--- src/rtl/mips_multicycle_main_fsm.sv ---
// Main control FSM of the multi-cycle MIPS core: sequences fetch, decode,
// execute, memory and writeback, and drives every datapath enable/select.
// Control outputs are decoded from the current state; the write strobes are
// additionally qualified by mem_ready/Zero and forced low while rst_n is low.
module mips_multicycle_main_fsm #(
   parameter int unsigned OP_WIDTH    = 6,
   parameter int unsigned ALUOP_WIDTH = 2,
   parameter int unsigned STATE_WIDTH = 4
) (
   input  logic                   clk,
   input  logic                   rst_n,
   input  logic [OP_WIDTH-1:0]    Op,
   input  logic                   Zero,
   input  logic                   mem_ready,
   output logic                   IorD,
   output logic                   MemWrite,
   output logic                   IRWrite,
   output logic                   RegDst,
   output logic                   MemtoReg,
   output logic                   RegWrite,
   output logic                   ALUSrcA,
   output logic [1:0]             ALUSrcB,
   output logic [ALUOP_WIDTH-1:0] ALUOp,
   output logic [1:0]             PCSrc,
   output logic                   PCEn,
   output logic                   illegal_op,
   output logic [STATE_WIDTH-1:0] state_o
);

   localparam logic [OP_WIDTH-1:0] OP_RTYPE = OP_WIDTH'(6'b000000);
   localparam logic [OP_WIDTH-1:0] OP_LW    = OP_WIDTH'(6'b100011);
   localparam logic [OP_WIDTH-1:0] OP_SW    = OP_WIDTH'(6'b101011);
   localparam logic [OP_WIDTH-1:0] OP_BEQ   = OP_WIDTH'(6'b000100);
   localparam logic [OP_WIDTH-1:0] OP_ADDI  = OP_WIDTH'(6'b001000);
   localparam logic [OP_WIDTH-1:0] OP_J     = OP_WIDTH'(6'b000010);

   localparam logic [ALUOP_WIDTH-1:0] ALU_ADD   = ALUOP_WIDTH'(2'b00);
   localparam logic [ALUOP_WIDTH-1:0] ALU_SUB   = ALUOP_WIDTH'(2'b01);
   localparam logic [ALUOP_WIDTH-1:0] ALU_FUNCT = ALUOP_WIDTH'(2'b10);

   typedef enum logic [STATE_WIDTH-1:0] {
      FETCH   = STATE_WIDTH'(0),
      DECODE  = STATE_WIDTH'(1),
      MEMADR  = STATE_WIDTH'(2),
      MEMRD   = STATE_WIDTH'(3),
      MEMWB   = STATE_WIDTH'(4),
      MEMWR   = STATE_WIDTH'(5),
      RTYPEEX = STATE_WIDTH'(6),
      RTYPEWB = STATE_WIDTH'(7),
      BEQEX   = STATE_WIDTH'(8),
      ADDIEX  = STATE_WIDTH'(9),
      ADDIWB  = STATE_WIDTH'(10),
      JEX     = STATE_WIDTH'(11)
   } state_t;

   state_t state, state_n;
   logic   pc_write;
   logic   branch;

   // State register; reset abandons any instruction in flight.
   always_ff @(posedge clk or negedge rst_n) begin
      if (!rst_n) state <= FETCH;
      else        state <= state_n;
   end

   // Next-state and control decode.
   always_comb begin
      state_n    = state;
      IorD       = 1'b0;
      MemWrite   = 1'b0;
      IRWrite    = 1'b0;
      RegDst     = 1'b0;
      MemtoReg   = 1'b0;
      RegWrite   = 1'b0;
      ALUSrcA    = 1'b0;
      ALUSrcB    = 2'b00;
      ALUOp      = ALU_ADD;
      PCSrc      = 2'b00;
      pc_write   = 1'b0;
      branch     = 1'b0;
      illegal_op = 1'b0;
      case (state)
         FETCH: begin
            ALUSrcB  = 2'b01;
            IRWrite  = mem_ready;
            pc_write = mem_ready;
            if (mem_ready) state_n = DECODE;
         end
         DECODE: begin
            ALUSrcB = 2'b11;
            if (Op == OP_LW || Op == OP_SW) state_n = MEMADR;
            else if (Op == OP_RTYPE)        state_n = RTYPEEX;
            else if (Op == OP_BEQ)          state_n = BEQEX;
            else if (Op == OP_ADDI)         state_n = ADDIEX;
            else if (Op == OP_J)            state_n = JEX;
            else begin
               illegal_op = 1'b1;
               state_n    = FETCH;
            end
         end
         MEMADR: begin
            ALUSrcA = 1'b1;
            ALUSrcB = 2'b10;
            state_n = (Op == OP_SW) ? MEMWR : MEMRD;
         end
         MEMRD: begin
            IorD = 1'b1;
            if (mem_ready) state_n = MEMWB;
         end
         MEMWB: begin
            MemtoReg = 1'b1;
            RegWrite = 1'b1;
            state_n  = FETCH;
         end
         MEMWR: begin
            IorD     = 1'b1;
            MemWrite = 1'b1;
            if (mem_ready) state_n = FETCH;
         end
         RTYPEEX: begin
            ALUSrcA = 1'b1;
            ALUOp   = ALU_FUNCT;
            state_n = RTYPEWB;
         end
         RTYPEWB: begin
            RegDst   = 1'b1;
            RegWrite = 1'b1;
            state_n  = FETCH;
         end
         BEQEX: begin
            ALUSrcA = 1'b1;
            ALUOp   = ALU_SUB;
            PCSrc   = 2'b01;
            branch  = 1'b1;
            state_n = FETCH;
         end
         ADDIEX: begin
            ALUSrcA = 1'b1;
            ALUSrcB = 2'b10;
            state_n = ADDIWB;
         end
         ADDIWB: begin
            RegWrite = 1'b1;
            state_n  = FETCH;
         end
         JEX: begin
            PCSrc    = 2'b10;
            pc_write = 1'b1;
            state_n  = FETCH;
         end
         default: state_n = FETCH;
      endcase
      PCEn = pc_write | (branch & Zero);
      // Strobes must stay quiet for the whole reset assertion.
      if (!rst_n) begin
         MemWrite   = 1'b0;
         IRWrite    = 1'b0;
         RegWrite   = 1'b0;
         PCEn       = 1'b0;
         illegal_op = 1'b0;
      end
   end

   assign state_o = state;

endmodule

--- config.mk ---
export PLATFORM = sky130hd
export DESIGN_NAME = mips_multicycle_main_fsm
export DESIGN_NICKNAME = d
export VERILOG_FILES = /design/src/rtl/mips_multicycle_main_fsm.sv
export SDC_FILE = /design/constraint.sdc
export NUM_CORES = 1
export LEC_CHECK = 0
export CELL_PAD_IN_SITES_DETAIL_PLACEMENT = 2
export CELL_PAD_IN_SITES_GLOBAL_PLACEMENT = 2
export CORE_MARGIN = 5
export CORE_UTILIZATION = 19
export CTS_CLUSTER_SIZE = 12
export DETAILED_ROUTE_END_ITERATION = 10
export PLACE_DENSITY = 0.83
export SYNTH_ARGS = -nofsm -noshare
export SYNTH_HDL_FRONTEND = slang
export SYNTH_SLANG_ARGS = --single-unit
--- constraint.sdc ---
create_clock -name clk -period 1.4 [get_ports clk]
set_clock_uncertainty 0.05 [all_clocks]
set_input_delay 0.14 -clock clk [delete_from_list [all_inputs] [get_ports clk]]
set_output_delay 0.14 -clock clk [all_outputs]
set_load 0.1 [all_outputs]
==> results of run 1 <==
[what timing repair did]
item,in CTS
gates resized for setup,40
setup buffers,14
pin swaps,24
setup endpoints to repair,18
[cell families after synthesis]
kind of cell / count (synthesis)
compound gates: 18
flops: 4
buf+inv: 10
simple gates: 38
mux: 2
xor+xnor: 3
[per-stage QoR]
step / cells / setup TNS (ns) / hold WS, ns
after floorplan: 75 / -8.82 / -0.206
after global placement: 156 / -1.88 / 0.577
after detailed placement: 156 / -3.03 / 0.561
after CTS: 173 / -5.25 / 0.326
==> results.json, run 1 <==
{
  "status": "stopped before the end",
  "haltStage": "global routing",
  "first-error": "[ERROR DPL-0033] detailed placement checks failed during check placement.",
  "cts_made_buffers": 3,
  "cts_sinks": 4,
  "worstEndpointType": "top-level output",
  "synth_top_area_share": 0.182,
  "synth_top_cells_by_count": "nor3_1 (8), buf_2 (7), nor2_1 (6), nand3_1 (5), dfrtp_1 (4)",
  "async_reset_ff_frac": 1.00,
  "cts_root_buf": "clkbuf_4",
  "synth.area.mux_share": 0.0364,
  "synth-simple-area-share": 0.391,
  "ys_seq_area_frac": 0.182,
  "io_pins": 29,
  "synth_compound_area_frac": 0.252,
  "synth.most_common_cell": "nor3_1",
  "ys.flop_type": "dfrtp_1",
  "syn_area_per_cell_sq_um": 7.34,
  "antenna_found_initial": 0,
  "synth_area_leader_cell": "dfrtp_1",
  "die_w_microns": 63.8,
  "synth_xor_area_frac": 0.0477,
  "grt_max_degree": 8,
  "postCtsHoldBufs": 0,
  "start_util": 0.200,
  "synth-seq-cells": 4,
  "hpwl_microns": 2900,
  "dpl_worst_slack_ns": -0.370,
  "die_y_microns": 63.8,
  "netlist_instances": 75,
  "synth_edf_count": 0,
  "ys.warnings.count": 0,
  "gp_congestion": 0.762,
  "synth_nets": 85,
  "netlist_area_sq_um": 551,
  "grt-worst-endpoint": "PCEn",
  "synth-adder-area-share": 0,
  "h-tree-depth": 1,
  "ys_types": 33,
  "placed_area_sq_mm": 0.00147,
  "cts_buffer_depth": 2,
  "rows": 19,
  "synth_top_family_by_area": "simple AND/OR/NAND/NOR gates",
  "io_buffers": 28,
  "synth_area_leaders": "dfrtp_1 (18%), nor3_1 (7.3%), buf_2 (6.4%), nand3_1 (4.5%), nor2_1 (4.1%)"
}
==> run 2, diff against run 1 <==
==> config.mk (replaced) <==
export PLATFORM = sky130hd
export DESIGN_NAME = mips_multicycle_main_fsm
export DESIGN_NICKNAME = d
export VERILOG_FILES = /design/src/rtl/mips_multicycle_main_fsm.sv
export SDC_FILE = /design/constraint.sdc
export NUM_CORES = 1
export LEC_CHECK = 0
export CORE_AREA = 5 5 66 68
export DETAILED_ROUTE_END_ITERATION = 10
export DIE_AREA = 0 0 71 73
export PLACE_DENSITY_LB_ADDON = 0.15
export SYNTH_ARGS = -nofsm -noshare
export SYNTH_HDL_FRONTEND = slang
export SYNTH_SLANG_ARGS = --single-unit
==> run 2 against run 1 <==
The flow now finishes, with violations (negative setup slack). Synthesized cell count unchanged. Synthesized area unchanged.
==> results.json, run 2 <==
{
  "status": "finished, violations left",
  "violations": "negative setup slack",
  "cts_sinks": 4,
  "clk_pin_slew_ns": 0.03,
  "synth-seq-cells": 4,
  "cp-endpoint": "RegWrite",
  "critPathSlowestCell": "dfrtp_4",
  "avgViaCountPerCell": 4.30,
  "setup_viol": 17,
  "h-tree-depth": 1,
  "rsz0062_at_grt": "true",
  "ir_drop_mv": 0.699,
  "cts_made_buffers": 3,
  "via_count": 799,
  "cts_buffer_depth": 2,
  "power_density_mw_per_mm2": 2260,
  "min_period_ns": 1.73,
  "arrival_ns": 1.54,
  "post-route-drc-count": 0,
  "synth_top_cells_by_count": "nor3_1 (8), buf_2 (7), nor2_1 (6), nand3_1 (5), dfrtp_1 (4)",
  "ys.flop_type": "dfrtp_1",
  "placed_area_sq_mm": 0.00154,
  "async_reset_ff_frac": 1.00,
  "criticalPathCategory": "flip-flop to output pin",
  "grt_use_met2": 0.167,
  "area_delta_synth_final_pct": 206,
  "antenna_found_initial": 0,
  "hpwl_microns": 1960,
  "hp-class": "primary input to async pin",
  "fin_area_sq_mm": 0.00168,
  "synth.most_common_cell": "nor3_1",
  "io_pins": 29,
  "cts_tree": "yes",
  "grt_pass1_wl_microns": 4020,
  "rr_endpoint": "state_o[0]",
  "start_util": 0.145,
  "wirelength_microns": 2370,
  "synth_top_area_share": 0.182,
  "fin_tns_setup_ns": -4.04,
  "io_buffers": 28,
  "syn_area_per_cell_sq_um": 7.34,
  "setup.worst_path.start": "state_o[2]",
  "slew_violations": 0,
  "maxCapViolations": 0,
  "largest_reg_flops": 4,
  "postCtsHoldBufs": 0,
  "setup_ws_ns": -0.330,
  "drt_pre_antenna_iters": 4,
  "synth_area_leaders": "dfrtp_1 (18%), nor3_1 (7.3%), buf_2 (6.4%), nand3_1 (4.5%), nor2_1 (4.1%)",
  "dr.first_iter.drc_count": 11,
  "gp_congestion": 0.770,
  "wl_per_cell_microns": 12.7,
  "min_period_over_period": 1.24,
  "nNetsFinal": 148,
  "fin_util": 0.443,
  "netlist_area_sq_um": 551,
  "die_area_sq_mm": 0.00518,
  "drive_gt1_frac": 0.706,
  "final_antenna_net_count": 0,
  "grtUsageMet1": 0.114,
  "p_leak_nw": 0.656,
  "top_usage_layer": "met2",
  "numPlacedInstances": 181,
  "final_common_cell": "buf_4",
  "grt_max_degree": 11,
  "fmax_mhz": 578,
  "critPathLaunchType": "flip-flop",
  "ys_types": 33,
  "critical_path_buf_inv_count": 1,
  "use_met3": 0.0220,
  "core_area_sq_mm": 0.00380,
  "crit_required_ns": 1.21,
  "synth_nets": 85,
  "cp_num_cells": 4,
  "critPathCaptureType": "output pin",
  "hold_slack_ns": 0.171,
  "slew_headroom": 0.821,
  "clk_latency_ns": 0.22,
  "critical_path.max_fanout": 2,
  "rows": 23,
  "layout.cells.non_filler": 186,
  "ys.warnings.count": 0,
  "crit_chain": "or3b_1 -> a21boi_2 -> o21a_4 -> buf_12",
  "die_y_microns": 73,
  "ys_seq_area_frac": 0.182,
  "grt_pass1_vias": 844,
  "die_w_microns": 71,
  "track_usage": 0.0958,
  "r2r_cells": 3,
  "most-common-layout-cells": "buf_4 (29), buf_12 (21), clkdlybuf4s50_1 (8)",
  "max_slew.worst_pin.slew_ns": 0.266,
  "finalHoldViolations": 0,
  "synth_edf_count": 0,
  "worstReg2RegStart": "state_o[1]",
  "antennaDiodeCount": 0,
  "max_stage_delay_ns": 0.47,
  "overflow": 0,
  "regToRegSetupSlack_ns": -0.04,
  "synth_area_leader_cell": "dfrtp_1",
  "cts_root_buf": "clkbuf_8",
  "netlist_instances": 75,
  "crit_family": "flip-flops"
}
[run 2: metrics by stage]
| stage | total power [mW] | setup slack, ns |
|---|---|---|
| after global placement | 3.36 | -0.240 |
| final | 3.80 | -0.330 |
| after global routing | 3.98 | -0.393 |
| after floorplan | 2.28 | -0.958 |
| after detailed placement | 3.37 | -0.300 |
| after CTS | 3.75 | -0.337 |
[run 2: how the worst min path moves through the flow]
| stage | to | cells past startpoint |
|---|---|---|
| after floorplan | state_o[0] | 0 |
| after global placement | state_o[0] | 2 |
| after detailed placement | state_o[0] | 2 |
| after CTS | state_o[0] | 2 |
| after global routing | state_o[0] | 2 |
| final | state_o[0] | 2 |
[run 2: layer usage]
| metal | part of all wire | vias to the layer above |
|---|---|---|
| met1 | 0.42 | 363 |
| met5 | 0 | - |
| met4 | 0.013 | 0 |
| li1 | - | 401 |
| met2 | 0.50 | 30 |
| met3 | 0.066 | 5 |
[run 2: cells by family (layout without fill, tap and decap cells)]
family / after synthesis / count (layout) / synth area share
muxes: 2 / 2 / 0.0364
buffers and inverters: 10 / 71 / 0.0909
xor gates and xnor gates: 3 / 3 / 0.0477
AOI/OAI and AO/OA: 18 / 18 / 0.252
and+or+nand+nor: 38 / 38 / 0.391
DFF: 4 / 4 / 0.182
[run 2: power by group]
group / total (mW) / internal, mW / switching, mW
registers: 0.245 / 0.181 / 0.0638
logic: 3.31 / 1.37 / 1.94
clock network: 0.246 / 0.184 / 0.0622
total: 3.80 / 1.73 / 2.07
[run 2: repair_timing]
action,in CTS,in global routing
cloned,0,0
buffers inserted,1,1
endpoints found under the setup margin,19,19
hold endpoints to repair,0,0
resized for setup,15,8
pin swaps,10,3
[run 2: cell type report]
type                    count  area (sq um)
well taps                  50          62.6
flip-flops and latches      4           115
inverters                   2          15.0
multi-input cells          61           628
fillers                   384          2120
clock buffers               3          41.3
repair buffers             66           821
No activity file was read; power rests on OpenSTA's default activity.
